===== config.mk =====
export PLATFORM = sky130hd
export DESIGN_NAME = vga_timing_gen_flat
export DESIGN_NICKNAME = d
export VERILOG_FILES = /design/src/rtl/vga_timing_gen_pkg.sv /design/src/rtl/vga_timing_gen_if.sv /design/src/rtl/vga_timing_gen_pix_en_gen.sv /design/src/rtl/vga_timing_gen.sv /design/src/flat_wrapper.sv
export SDC_FILE = /design/constraint.sdc
export NUM_CORES = 1
export LEC_CHECK = 0
export ABC_AREA = 0
export CAP_MARGIN = 10
export CORE_MARGIN = 3
export CORE_UTILIZATION = 44
export DETAILED_ROUTE_END_ITERATION = 6
export PLACE_DENSITY_LB_ADDON = 0.15
export RECOVER_POWER = 50
export SYNTH_ARGS = -nofsm -noshare
export SYNTH_HDL_FRONTEND = slang
export SYNTH_SLANG_ARGS = --single-unit

===== constraint.sdc =====
create_clock -name clk -period 3.2 [get_ports clk]
set_input_delay 0.48 -clock clk [delete_from_list [all_inputs] [get_ports clk]]
set_output_delay 0.48 -clock clk [all_outputs]
set_load 0.02 [all_outputs]

===== src/rtl/vga_timing_gen_pkg.sv =====
// Shared VGA timing constants for the 640x480@60 raster.
// Display-side blocks import this package for the active-area bounds
// instead of hard-coding them.
package vga_timing_pkg;

    localparam int unsigned CNT_W = 10;
    typedef logic [CNT_W-1:0] cnt_t;

    // Default divider: 100 MHz board clock down to a 25 MHz pixel rate
    localparam int unsigned CLK_DIV  = 4;

    // Horizontal segments, in pixels
    localparam int unsigned H_SYNC   = 96;
    localparam int unsigned H_BP     = 48;
    localparam int unsigned H_ACTIVE = 640;
    localparam int unsigned H_FP     = 16;

    // Vertical segments, in lines
    localparam int unsigned V_SYNC   = 2;
    localparam int unsigned V_BP     = 33;
    localparam int unsigned V_ACTIVE = 480;
    localparam int unsigned V_FP     = 10;

    // Derived bounds
    localparam int unsigned H_TOTAL  = H_SYNC + H_BP + H_ACTIVE + H_FP;
    localparam int unsigned H_START  = H_SYNC + H_BP;
    localparam int unsigned H_END    = H_START + H_ACTIVE - 1;
    localparam int unsigned V_TOTAL  = V_SYNC + V_BP + V_ACTIVE + V_FP;
    localparam int unsigned V_START  = V_SYNC + V_BP;
    localparam int unsigned V_END    = V_START + V_ACTIVE - 1;

    // Inclusive unsigned range test used for the active-area decode
    function automatic logic in_span(cnt_t x, cnt_t lo, cnt_t hi);
        return (x >= lo) && (x <= hi);
    endfunction

endpackage


===== src/rtl/vga_timing_gen_if.sv =====
// Raster timing bundle: the timing generator drives it, the
// pixel-painting blocks consume it.
interface vga_timing_if;
    import vga_timing_pkg::*;

    logic pix_en;
    cnt_t hCount;
    cnt_t vCount;
    logic hSync;
    logic vSync;
    logic bright;
    logic frame_tick;

    modport master (
        output pix_en, hCount, vCount, hSync, vSync, bright, frame_tick
    );

    modport slave (
        input  pix_en, hCount, vCount, hSync, vSync, bright, frame_tick
    );

endinterface


===== src/rtl/vga_timing_gen_pix_en_gen.sv =====
// Clock divider: produces the combinational pixel-step strike used to
// advance the counters, and a registered one-clk pix_en pulse that lines
// up with the counter update.
module pix_en_gen #(
    parameter int unsigned CLK_DIV = 4
) (
    input  logic clk,
    input  logic rst,
    output logic step_o,
    output logic pix_en_o
);

    // A 1-bit divider is still needed for CLK_DIV=1 so the counter is legal
    localparam int unsigned       DIV_W    = (CLK_DIV > 1) ? $clog2(CLK_DIV) : 1;
    localparam logic [DIV_W-1:0] DIV_LAST = DIV_W'(CLK_DIV - 1);

    logic [DIV_W-1:0] div_q, div_d;
    logic             pix_en_q;

    assign step_o   = (div_q == DIV_LAST);
    assign pix_en_o = pix_en_q;

    // Next divider value: wrap on the step edge, otherwise count up
    always_comb begin
        div_d = div_q + DIV_W'(1);
        if (step_o) div_d = '0;
    end

    // Divider and pix_en registers; pix_en marks the edge the counters moved
    always_ff @(posedge clk or posedge rst) begin
        if (rst) begin
            div_q    <= '0;
            pix_en_q <= 1'b0;
        end else begin
            div_q    <= div_d;
            pix_en_q <= step_o;
        end
    end

endmodule


===== src/rtl/vga_timing_gen.sv =====
// VGA raster timing generator. Runs the horizontal/vertical pixel
// counters off the divided pixel step and registers hSync, vSync, bright
// and frame_tick from the next-state counts so every output is aligned
// with the hCount/vCount presented on the same cycle.
module vga_timing_gen
    import vga_timing_pkg::cnt_t, vga_timing_pkg::in_span;
#(
    parameter int unsigned CLK_DIV  = vga_timing_pkg::CLK_DIV,
    parameter int unsigned H_SYNC   = vga_timing_pkg::H_SYNC,
    parameter int unsigned H_BP     = vga_timing_pkg::H_BP,
    parameter int unsigned H_ACTIVE = vga_timing_pkg::H_ACTIVE,
    parameter int unsigned H_FP     = vga_timing_pkg::H_FP,
    parameter int unsigned V_SYNC   = vga_timing_pkg::V_SYNC,
    parameter int unsigned V_BP     = vga_timing_pkg::V_BP,
    parameter int unsigned V_ACTIVE = vga_timing_pkg::V_ACTIVE,
    parameter int unsigned V_FP     = vga_timing_pkg::V_FP
) (
    input  logic            clk,
    input  logic            rst,
    vga_timing_if.master    vga
);

    localparam int unsigned H_TOTAL = H_SYNC + H_BP + H_ACTIVE + H_FP;
    localparam int unsigned H_START = H_SYNC + H_BP;
    localparam int unsigned H_END   = H_START + H_ACTIVE - 1;
    localparam int unsigned V_TOTAL = V_SYNC + V_BP + V_ACTIVE + V_FP;
    localparam int unsigned V_START = V_SYNC + V_BP;
    localparam int unsigned V_END   = V_START + V_ACTIVE - 1;

    // Count-width copies of the bounds so every compare is 10-bit unsigned
    localparam cnt_t H_LAST_C  = cnt_t'(H_TOTAL - 1);
    localparam cnt_t H_SYNC_C  = cnt_t'(H_SYNC);
    localparam cnt_t H_START_C = cnt_t'(H_START);
    localparam cnt_t H_END_C   = cnt_t'(H_END);
    localparam cnt_t V_LAST_C  = cnt_t'(V_TOTAL - 1);
    localparam cnt_t V_SYNC_C  = cnt_t'(V_SYNC);
    localparam cnt_t V_START_C = cnt_t'(V_START);
    localparam cnt_t V_END_C   = cnt_t'(V_END);
    localparam cnt_t V_TICK_C  = cnt_t'(V_END + 1);

    logic step;
    logic pix_en;

    cnt_t h_q, h_d;
    cnt_t v_q, v_d;
    logic hs_q, hs_d;
    logic vs_q, vs_d;
    logic br_q, br_d;
    logic ft_q, ft_d;

    pix_en_gen #(
        .CLK_DIV (CLK_DIV)
    ) u_pix_en_gen (
        .clk      (clk),
        .rst      (rst),
        .step_o   (step),
        .pix_en_o (pix_en)
    );

    // Next raster position: advance one pixel per step, wrap line then frame
    always_comb begin
        h_d = h_q;
        v_d = v_q;
        if (step) begin
            if (h_q == H_LAST_C) begin
                h_d = '0;
                v_d = (v_q == V_LAST_C) ? cnt_t'(0) : v_q + cnt_t'(1);
            end else begin
                h_d = h_q + cnt_t'(1);
            end
        end
    end

    // Decode strobes from the next position so they register alongside it
    always_comb begin
        hs_d = (h_d >= H_SYNC_C);
        vs_d = (v_d >= V_SYNC_C);
        br_d = in_span(h_d, H_START_C, H_END_C) && in_span(v_d, V_START_C, V_END_C);
        // Only the step that lands on the first front-porch line fires the tick
        ft_d = step && (h_d == '0) && (v_d == V_TICK_C);
    end

    // Raster state and registered timing outputs
    always_ff @(posedge clk or posedge rst) begin
        if (rst) begin
            h_q  <= '0;
            v_q  <= '0;
            hs_q <= 1'b0;
            vs_q <= 1'b0;
            br_q <= 1'b0;
            ft_q <= 1'b0;
        end else begin
            h_q  <= h_d;
            v_q  <= v_d;
            hs_q <= hs_d;
            vs_q <= vs_d;
            br_q <= br_d;
            ft_q <= ft_d;
        end
    end

    assign vga.pix_en     = pix_en;
    assign vga.hCount     = h_q;
    assign vga.vCount     = v_q;
    assign vga.hSync      = hs_q;
    assign vga.vSync      = vs_q;
    assign vga.bright     = br_q;
    assign vga.frame_tick = ft_q;

endmodule


===== src/flat_wrapper.sv =====
// flat-port wrapper written by rule: the top's interface ports become plain ports
module vga_timing_gen_flat import vga_timing_pkg::cnt_t, vga_timing_pkg::in_span;
#(
    parameter int unsigned CLK_DIV  = vga_timing_pkg::CLK_DIV,
    parameter int unsigned H_SYNC   = vga_timing_pkg::H_SYNC,
    parameter int unsigned H_BP     = vga_timing_pkg::H_BP,
    parameter int unsigned H_ACTIVE = vga_timing_pkg::H_ACTIVE,
    parameter int unsigned H_FP     = vga_timing_pkg::H_FP,
    parameter int unsigned V_SYNC   = vga_timing_pkg::V_SYNC,
    parameter int unsigned V_BP     = vga_timing_pkg::V_BP,
    parameter int unsigned V_ACTIVE = vga_timing_pkg::V_ACTIVE,
    parameter int unsigned V_FP     = vga_timing_pkg::V_FP
)
  (clk, rst, vga_pix_en, vga_hCount, vga_vCount, vga_hSync, vga_vSync, vga_bright, vga_frame_tick);
  vga_timing_if vga_i ();
  input  logic clk;
  input  logic rst;
  output wire logic [$bits(vga_i.pix_en)-1:0] vga_pix_en;
  output wire logic [$bits(vga_i.hCount)-1:0] vga_hCount;
  output wire logic [$bits(vga_i.vCount)-1:0] vga_vCount;
  output wire logic [$bits(vga_i.hSync)-1:0] vga_hSync;
  output wire logic [$bits(vga_i.vSync)-1:0] vga_vSync;
  output wire logic [$bits(vga_i.bright)-1:0] vga_bright;
  output wire logic [$bits(vga_i.frame_tick)-1:0] vga_frame_tick;
  assign vga_pix_en = vga_i.pix_en;
  assign vga_hCount = vga_i.hCount;
  assign vga_vCount = vga_i.vCount;
  assign vga_hSync = vga_i.hSync;
  assign vga_vSync = vga_i.vSync;
  assign vga_bright = vga_i.bright;
  assign vga_frame_tick = vga_i.frame_tick;
  vga_timing_gen #(.CLK_DIV(CLK_DIV), .H_SYNC(H_SYNC), .H_BP(H_BP), .H_ACTIVE(H_ACTIVE), .H_FP(H_FP), .V_SYNC(V_SYNC), .V_BP(V_BP), .V_ACTIVE(V_ACTIVE), .V_FP(V_FP)) u_core (.clk(clk), .rst(rst), .vga(vga_i));
endmodule

==> load_flow_metrics.sql <==
INSERT INTO impl_metrics (metric_group, metric, value, unit) VALUES
('grt', 'overflow', '0', ''),
('die', 'pin_count', '27', ''),
('min_path', 'min_delay_path_depth', '1', ''),
('sta', 'worst_pin_slew', '0.994', 'ns'),
('die', 'dieArea', '0.00411', 'mm2'),
('sta', 'final.period_utilization', '86.4', '%'),
('final_layout', 'final.fill_count', '277', ''),
('grt', 'use_met2', '30.1', '%'),
('detailed_routing', 'via_count', '1308', ''),
('sta', 'sum_of_negative_setup_slack', '0', 'ns'),
('setup_path', 'crit_slowest_cell', 'sky130_fd_sc_hd__or4b_1', ''),
('setup_path', 'reg2reg_slack', '0.43', 'ns'),
('logic_synthesis', 'synth.top_cells.by_area', 'sky130_fd_sc_hd__dfrtp_1 (45%), sky130_fd_sc_hd__xnor2_1 (5.3%), sky130_fd_sc_hd__nand2_1 (4.3%)', ''),
('final_layout', 'postLayoutCoreUtil', '57.6', '%'),
('setup_path', 'startpoint_type', 'flip-flop', ''),
('setup_path', 'worst_r2r_startpoint', 'u_core.vga.hCount[5]$_DFF_PP0_', ''),
('clocking', 'cts_setup_buffers', '0', ''),
('die', 'initial_utilization', '47.5', '%'),
('logic_synthesis', 'synth_cell_types', '40', ''),
('placed_design', 'numPortBuffers', '26', ''),
('setup_path', 'setup.worst_path.end_class', 'flip-flop', ''),
('final_layout', 'antenna_cells_inserted', '0', ''),
('outcome', 'status', 'finished, final reports clean', ''),
('detailed_routing', 'post-route-drc-count', '0', ''),
('grt', 'groute.usage.overall', '18.0', '%'),
('setup_path', 'criticalPathCategory', 'reg2reg', ''),
('sta', 'clock_skew', '0.0112', 'ns'),
('logic_synthesis', 'ys_async_sr_fraction', '100', '%'),
('die', 'row_count', '20', ''),
('logic_synthesis', 'synth_area', '0.00149', 'mm2'),
('clocking', 'cts_hold_buf', '0', ''),
('setup_path', 'r2r.worst_path.cells', '6', ''),
('detailed_routing', 'first_drt_pass_iteration_count', '4', ''),
('clocking', 'clock_tree.buffer_depth', '2', ''),
('min_path', 'hold_sp', 'u_core.u_pix_en_gen.div_q[0]$_DFF_PP0_', ''),
('sta', 'post-route-min-period', '2.77', 'ns'),
('detailed_routing', 'ant_nets', '0', ''),
('setup_path', 'worstReg2RegEnd', 'u_core.vga.bright$_DFF_PP0_', ''),
('detailed_routing', 'wl_per_cell', '14.8', 'um'),
('sta', 'fmaxAchievable', '0.362', 'GHz'),
('grt', 'grt_pass1_wl', '5910', 'um'),
('final_layout', 'final_net_count', '192', ''),
('power', 'power_density', '277', 'mW/mm2'),
('sta', 'max-slew-margin-rel', '33.7', '%'),
('detailed_routing', 'vias_per_cell', '5.71', ''),
('clocking', 'clk_latency', '0.33', 'ns'),
('logic_synthesis', 'synth_nets', '166', ''),
('logic_synthesis', 'synthesis.instances', '160', ''),
('detailed_routing', 'drt_wl_total', '3390', 'um'),
('setup_path', 'worst_ep_arrival_time', '3.00', 'ns'),
('grt', 'initial_antenna_violation_count', '0', ''),
('min_path', 'min_delay_endpoint', 'u_core.u_pix_en_gen.div_q[0]$_DFF_PP0_', ''),
('clocking', 'cts_max_level', '1', ''),
('grt', 'first_global_vias', '1272', ''),
('flow_run', 'max_cap_viol_count', '0', ''),
('final_layout', 'area.growth.synth_to_final', '21.2', '%'),
('placed_design', 'finalWeightedCongestion', '0.971', ''),
('setup_path', 'timing.critical_path.mode_cell', 'sky130_fd_sc_hd__or3_1', ''),
('setup_path', 'crit_required', '3.43', 'ns'),
('logic_synthesis', 'synth_warnings', '0', ''),
('sta', 'final-setup-viol-count', '0', ''),
('die', 'placeableCoreArea', '0.00313', 'mm2'),
('sta', 'rsz0062_at_grt', 'false', ''),
('clocking', 'tritoncts', 'done', ''),
('setup_path', 'path_cells', 'or4b_1 -> or3_1 -> or3_1 -> a31oi_1 -> nand4bb_1 -> o22ai_1', ''),
('detailed_routing', 'detail_route.iter0.violations', '75', ''),
('power', 'static-leakage-power', '0.808', 'nW'),
('power', 'power', '0.500', 'mW'),
('logic_synthesis', 'mean_syn_cell_area', '9.28', 'um2'),
('final_layout', 'post_route_cells_drive_above_1_share', '3.78', '%'),
('die', 'die_height', '64.1', 'um');
[layout by cell type (no fill, tap or decap), drive strengths merged, types with 2 or more instances in the layout]
cell type      synthesis  layout
a21oi                  3       3
nor3                   5       5
xnor2                  9       9
nor2b                  2       2
mux2i                  2       2
nand2                 17      17
ha                     4       4
dfrtp                 27      27
inv                   13      13
and3                   3       3
or2                    2       2
or3                    3       3
nor4                   7       7
nor2                   9       9
clkdlybuf4s50          0      22
dlygate4sd3            0       4
clkbuf                 5       4
o31a                   3       3
o21ai                  9       9
nand4                  7       7
nand3                  9       9
a2bb2oi                2       2
a31oi                  2       2
[cell type report]
type                       count  area [um2]  share of cell area, %
multi-input combinational    114         727                   40.4
sequential                    27         676                   37.5
timing repair buffer          27         268                   14.9
tap                           44        55.1                   3.06
inverter                      13        48.8                   2.71
clock buffer                   4        26.3                   1.46
[power breakdown]
part	switching, mW	internal (mW)	total (mW)
Combinational	0.00631	0.000879	0.00719
Clock	0.102	0.0490	0.151
Sequential	0	0.341	0.341
[layer usage]
layer  part of all wire [%]  routed length, um
met1                     45               1530
met4                    1.1                 37
met2                     47               1600
met3                    6.2                211
met5                      0                  0
[through the flow]
stage / hold WS [ns] / cells / setup WS, ns / cell area (um2)
3_5_place_dp: 0.441 / 225 / 0.502 / 1780
6_report: 0.453 / 229 / 0.434 / 1800
3_3_place_gp: 0.413 / 225 / 0.598 / 1780
5_1_grt: 0.511 / 229 / 0.299 / 1800
4_1_cts: 0.461 / 229 / 0.485 / 1800
2_1_floorplan: 0.403 / 160 / 0.609 / 1490
[sequential cells by signal, summed over array words and instances, names as in the netlist]
signal and cells:
u_core.vga.frame_tick 1, u_core.vga.hSync 1, u_core.vga.vSync 1, u_core.vga.vCount 10, u_core.u_pix_en_gen.pix_en_o 1, u_core.vga.bright 1, u_core.u_pix_en_gen.div_q 2, u_core.vga.hCount 10
[worst max path at each step]
stage,start,endpoint,slack (ns),cells past startpoint
finish,u_core.vga.hCount[5]$_DFF_PP0_,u_core.vga.bright$_DFF_PP0_,0.43,6
detailed placement,u_core.vga.hCount[5]$_DFF_PP0_,u_core.vga.bright$_DFF_PP0_,0.50,6
global route,u_core.vga.hCount[5]$_DFF_PP0_,u_core.vga.bright$_DFF_PP0_,0.30,6
CTS,u_core.vga.hCount[5]$_DFF_PP0_,u_core.vga.bright$_DFF_PP0_,0.49,6
floorplan,u_core.vga.hCount[5]$_DFF_PP0_,u_core.vga.bright$_DFF_PP0_,0.61,7
global placement,u_core.vga.hCount[5]$_DFF_PP0_,u_core.vga.bright$_DFF_PP0_,0.60,6
[critical path, delay by kind of cell, from the launching register on]
family,cells,cell delay [ns]
flip-flops,1,0.48
AND/OR/NAND/NOR,4,1.77
AO/OA/AOI/OAI,2,0.41
[cells by family (layout without fill, tap and decap cells)]
group | Yosys count | in the layout | share of synthesized area (%)
adders and majority gates | 4 | 4 | 3.37
DFF | 27 | 27 | 45.5
xor gates and xnor gates | 10 | 10 | 5.90
AOI/OAI and AO/OA | 27 | 27 | 12.2
buffers and inverters | 19 | 44 | 5.31
and+or+nand+nor | 71 | 71 | 26.4
muxes | 2 | 2 | 1.35
No activity file was read; power rests on OpenSTA's default activity.
